**config.mk**
```make
export PLATFORM = sky130hd
export DESIGN_NAME = exec_fsm
export DESIGN_NICKNAME = d
export VERILOG_FILES = /design/src/rtl/exec_fsm.sv
export SDC_FILE = /design/constraint.sdc
export NUM_CORES = 1
export LEC_CHECK = 0
export CORE_MARGIN = 4
export CORE_UTILIZATION = 44
export DETAILED_ROUTE_END_ITERATION = 8
export PLACE_DENSITY = 0.86
export SETUP_SLACK_MARGIN = 0.2
export SLEW_MARGIN = 20
export SYNTH_ARGS = -nofsm -noshare
export SYNTH_HDL_FRONTEND = slang
export SYNTH_SLANG_ARGS = --single-unit
```
**constraint.sdc**
```tcl
create_clock -name clk -period 1.6 [get_ports clk]
set_input_delay 0.4 -clock clk [delete_from_list [all_inputs] [get_ports clk]]
set_output_delay 0.4 -clock clk [all_outputs]
set_load 0.02 [all_outputs]
```
**src/rtl/exec_fsm.sv**
```systemverilog
// Execute-stage control sequencer: decodes the IR opcode and issues single-bus
// datapath strobes one state at a time, ending each instruction with a done pulse.
module exec_fsm #(
    parameter int unsigned MFC_TIMEOUT = 255
) (
    input  logic       clk,
    input  logic       rst,
    input  logic       start,
    input  logic [3:0] opcode,
    input  logic       MFC,
    output logic       busy,
    output logic       done,
    output logic       err,
    output logic       PC_inc,
    output logic       PC_load,
    output logic       IR_addr_out,
    output logic       rsel,
    output logic       reg_out,
    output logic       reg_in,
    output logic       A_EN,
    output logic [1:0] alu_op,
    output logic       G_EN,
    output logic       G_out,
    output logic       MAR_EN,
    output logic       mem_EN,
    output logic       mem_RW,
    output logic       MDR_EN_read,
    output logic       MDR_EN_write,
    output logic       MDR_out
);

    typedef enum logic [4:0] {
        StIdle,
        StDec,
        StLdAddr,
        StLdReq,
        StLdWait,
        StLdCap,
        StLdWb,
        StStAddr,
        StStData,
        StStReq,
        StStWait,
        StAlA,
        StAlOpAdd,
        StAlOpSub,
        StAlWb,
        StJmp,
        StMov,
        StDone,
        StDoneErr
    } state_e;

    // ADD/SUB and the error flag are folded into distinct states so every
    // output stays a pure decode of the state register.
    localparam logic [7:0] LastCnt = 8'(MFC_TIMEOUT - 1);

    state_e     state_q, state_d;
    logic [7:0] cnt_q, cnt_d;

    always_ff @(posedge clk or posedge rst) begin
        if (rst) begin
            state_q <= StIdle;
            cnt_q   <= '0;
        end else begin
            state_q <= state_d;
            cnt_q   <= cnt_d;
        end
    end

    always_comb begin
        state_d = state_q;
        cnt_d   = '0;
        unique case (state_q)
            StIdle: if (start) state_d = StDec;
            StDec: begin
                unique case (opcode)
                    4'd0:       state_d = StDone;
                    4'd1:       state_d = StLdAddr;
                    4'd2:       state_d = StStAddr;
                    4'd3, 4'd4: state_d = StAlA;
                    4'd5:       state_d = StJmp;
                    4'd6:       state_d = StMov;
                    default:    state_d = StDoneErr;
                endcase
            end
            StLdAddr: state_d = StLdReq;
            StLdReq:  state_d = StLdWait;
            StLdWait: begin
                if (MFC) begin
                    state_d = StLdCap;
                end else if (cnt_q == LastCnt) begin
                    state_d = StDoneErr;
                end else begin
                    cnt_d = cnt_q + 8'd1;
                end
            end
            StLdCap:  state_d = StLdWb;
            StLdWb:   state_d = StDone;
            StStAddr: state_d = StStData;
            StStData: state_d = StStReq;
            StStReq:  state_d = StStWait;
            StStWait: begin
                if (MFC) begin
                    state_d = StDone;
                end else if (cnt_q == LastCnt) begin
                    state_d = StDoneErr;
                end else begin
                    cnt_d = cnt_q + 8'd1;
                end
            end
            StAlA:     state_d = (opcode == 4'd4) ? StAlOpSub : StAlOpAdd;
            StAlOpAdd: state_d = StAlWb;
            StAlOpSub: state_d = StAlWb;
            StAlWb:    state_d = StDone;
            StJmp:     state_d = StDone;
            StMov:     state_d = StDone;
            StDone:    state_d = StIdle;
            StDoneErr: state_d = StIdle;
            default:   state_d = StIdle;
        endcase
    end

    always_comb begin
        busy         = (state_q != StIdle);
        done         = 1'b0;
        err          = 1'b0;
        PC_inc       = 1'b0;
        PC_load      = 1'b0;
        IR_addr_out  = 1'b0;
        rsel         = 1'b0;
        reg_out      = 1'b0;
        reg_in       = 1'b0;
        A_EN         = 1'b0;
        alu_op       = 2'b00;
        G_EN         = 1'b0;
        G_out        = 1'b0;
        MAR_EN       = 1'b0;
        mem_EN       = 1'b0;
        mem_RW       = 1'b0;
        MDR_EN_read  = 1'b0;
        MDR_EN_write = 1'b0;
        MDR_out      = 1'b0;
        unique case (state_q)
            StDec: PC_inc = 1'b1;
            StLdAddr, StStAddr: begin
                IR_addr_out = 1'b1;
                MAR_EN      = 1'b1;
            end
            StLdReq, StLdWait: begin
                mem_EN = 1'b1;
                mem_RW = 1'b1;
            end
            StLdCap: begin
                mem_EN      = 1'b1;
                mem_RW      = 1'b1;
                MDR_EN_read = 1'b1;
            end
            StLdWb: begin
                MDR_out = 1'b1;
                reg_in  = 1'b1;
            end
            StStData: begin
                reg_out      = 1'b1;
                MDR_EN_write = 1'b1;
            end
            StStReq, StStWait: mem_EN = 1'b1;
            StAlA: begin
                reg_out = 1'b1;
                A_EN    = 1'b1;
            end
            StAlOpAdd, StAlOpSub: begin
                rsel    = 1'b1;
                reg_out = 1'b1;
                G_EN    = 1'b1;
                alu_op  = (state_q == StAlOpSub) ? 2'b01 : 2'b00;
            end
            StAlWb: begin
                G_out  = 1'b1;
                reg_in = 1'b1;
            end
            StJmp: begin
                IR_addr_out = 1'b1;
                PC_load     = 1'b1;
            end
            StMov: begin
                rsel    = 1'b1;
                reg_out = 1'b1;
                reg_in  = 1'b1;
            end
            StDone: done = 1'b1;
            StDoneErr: begin
                done = 1'b1;
                err  = 1'b1;
            end
            default: ;
        endcase
    end

endmodule

```
==> metrics <==
# diodes=0; Tcrit/Tclk final=131%; Final #Nets=224; Final Hold Fails=0; Least-Margin Pin Slew=0.511 ns; sequential cell area fraction in the yosys report=28.9%; crit-path leading delay family=simple AND/OR/NAND/NOR gates; syn avg cell area=7.65 sq um; antenna violations before repair=0; setup TNS=-9.26 ns; Max Fclk=477 MHz; Final min period=2.10 ns; Power Dens Cells=approximately 1900 nW/um^2; Antenna Nets Post-Route=0; Synth warnings=0; Die Span X=58.6 um; CP cell instances=buf_6 > nand2b_4 > or2_4 > nor2_4 > or2_4 > buf_6; worst-case clock skew=0.00540 ns; DR vias/cell=6.48; Syn Inst Count=147; failing checks=negative setup slack; Starting Density=45.8%; Crit Path Category=reg2out; Core Region=~2500 sq um; Root Buffer=clkbuf_4; Worst setup SP type=flop; gr ovfl total=0; clk slew on worst S/H paths=0.08 ns; DR top layer=met4; drt total wl=5700 um; GRT Util Overall=25.8%; DRC viols=0; HP Class=in2async; per-cell routed wire length=23.4 um; # IOs=28; max cap viols=0; outcome=complete, but fails checks; PortBufs=26; drt pass-1 iters=5; detailed-route via count=1574; Mapped Nets=around 160; Yosys reg bits=13; final worst slack=-0.496 ns; Placer Congestion=0.905; met3 routed WL=470 um; Synth async-reset ratio=100%; largest net degree at the start of global routing=14; die height=about 59 um; crit path max-delay cell type=dfrtp_1; Max transition margin=65.9%; Post-Syn Area=1120 sq um; CTS sink count=13; Slew Limit Fails=0; slowest stage delay, CP=around 0.42 ns; Crit Path Max Fanout=4; Iter 0 DRT Violations=146; library cells used by synthesis=49; first-pass GRT wire length=approximately 7000 um; Clock Path Buffers=2; Clk Latency, worst-skew pair=0.29 ns; CP bufs+invs=2; area grow syn2layout=88.5%; met2 WL=between 2000 and 3000 um; Setup Viol. Count Final=32; Post-DP HPWL=2790 um; dominant synthesized flop cell=dfrtp_1; Worst Path Required=1.20 ns; CP arrival=1.70 ns; wl on met1=2070 um; Inserted Clock Buffers=3; CP Capture Type=primary output; # rows=18; die area=roughly 3400 sq um; IR drop worst, VDD=1.56 mV; worst slack, placed=-0.598 ns; H-tree depth=1; vias in the first global route=between 1000 and 1500; layout cells sized above 1=slightly below 60%; hold-fix buffers at CTS=0; R2R Setup Slk=-0.25 ns; RSZ-0062 raised after global routing=yes; CTS tree=built; Post-synth EDFFs=0; LEAKAGE=0.881 nW
-- cell families after synthesis --
| family | count (synthesis) | synth area share, % |
|---|---|---|
| compound gates | 32 | 19.2 |
| xor+xnor | 8 | 6.23 |
| fa+ha+maj | 2 | 2.22 |
| buf+inv | 16 | 6.78 |
| flops | 13 | 28.9 |
| other cells | 1 | 0.333 |
| simple gates | 75 | 36.3 |
-- layout by cell type, fill, tap and decap left out, types with 4 or more instances in the layout --
cell and instances:
nor2_1 15, buf_6 28, nor2_4 8, buf_4 35
xor2_1 5, a21oi_1 5, nand2_2 4, o211ai_1 4
nand2_1 6, clkdlybuf4s50_1 4, nor3_4 4, dfrtp_1 9
dfrtp_2 4
-- report_power, final --
part / total, W / leakage, nW / switching, W / internal, W
registers: 0.000529 / 0.171 / 0.000134 / 0.000396
logic: 0.00328 / 0.695 / 0.00169 / 0.00159
clock network: 0.000212 / 0.0150 / 0.000115 / 0.0000970
-- what timing repair did --
action | in CTS | in global routing
endpoints found under the setup margin | 32 | 32
setup buffers | 7 | 5
pin swaps | 12 | 9
gates cloned | 0 | 0
gates resized for setup | 134 | 44
-- cell type report --
class	instances	area (sq um)
clock buffer	4	26.3
fill	101	334
inverter	5	23.8
multi-input combinational	118	1000
sequential	13	330
tap	30	37.5
timing repair buffer	73	699
-- worst register-to-register path: cells and delay by family, from the launching register on --
| kind | cells | cell delay [ns] |
|---|---|---|
| buffers and inverters | 1 | 0.18 |
| AND/OR/NAND/NOR | 2 | 0.74 |
| flip-flops | 1 | 0.51 |
| AO/OA/AOI/OAI | 2 | 0.35 |
-- Yosys cell counts (all sizes together) (2+ instances only) --
cell / count / share of area (%)
nor2: 25 / 8.3
dfrtp: 13 / 29
nand2: 10 / 3.3
a21oi: 8 / 3.6
buf: 7 / 3.8
nor3: 6 / 3.7
o21ai: 6 / 3.0
xor2: 5 / 3.9
clkbuf: 4 / 1.3
inv: 4 / 1.3
nand3: 4 / 2.2
o211ai: 4 / 2.7
or3: 4 / 2.2
nand2b: 3 / 1.7
nand4: 3 / 1.7
nor2b: 3 / 1.7
nor3b: 3 / 2.0
xnor2: 3 / 2.3
and3: 2 / 1.1
and4: 2 / 1.6
ha: 2 / 2.2
nor4: 2 / 1.1
o221ai: 2 / 1.6
o22ai: 2 / 1.1
or2: 2 / 1.1
or3b: 2 / 1.8
-- path summary, 6_finish.rpt --
| check | end | startpoint | cells after the start |
|---|---|---|---|
| worst max-delay path | IR_addr_out | state_q[4]$_DFFE_PP0P_ | 6 |
| worst min-delay path | state_q[1]$_DFFE_PP0P_ | rst | 2 |
| worst max register to register | state_q[4]$_DFFE_PP0P_ | state_q[1]$_DFFE_PP0P_ | 5 |
| worst min register to register | cnt_q[0]$_DFF_PP0_ | cnt_q[0]$_DFF_PP0_ | 1 |
| max in group asynchronous | state_q[0]$_DFFE_PP0P_ | rst | 2 |
| min in group clk | cnt_q[0]$_DFF_PP0_ | cnt_q[0]$_DFF_PP0_ | 1 |
-- flip-flops by register name (all words and copies together), names as in the netlist --
signal and flops:
cnt_q 8, state_q 5
-- layer usage --
metal	track usage, %	vias up
li1	-	654
met1	29.9	750
met5	0	-
met3	3.29	52
met2	48.3	118
met4	8.61	0
-- through the flow --
step	utilization, %	hold WS [ns]	instance area (sq um)	cells	total power, W
floorplan	-	0.277	1310	147	0.00188
global placement	72.0	0.516	1770	227	0.00266
detailed placement	72.0	0.552	1770	227	0.00273
CTS	79.0	0.458	1940	238	0.00332
global route	86.4	0.501	2120	243	0.00416
finish	86.4	0.459	2120	243	0.00402
(Power assumes the default switching activity.)
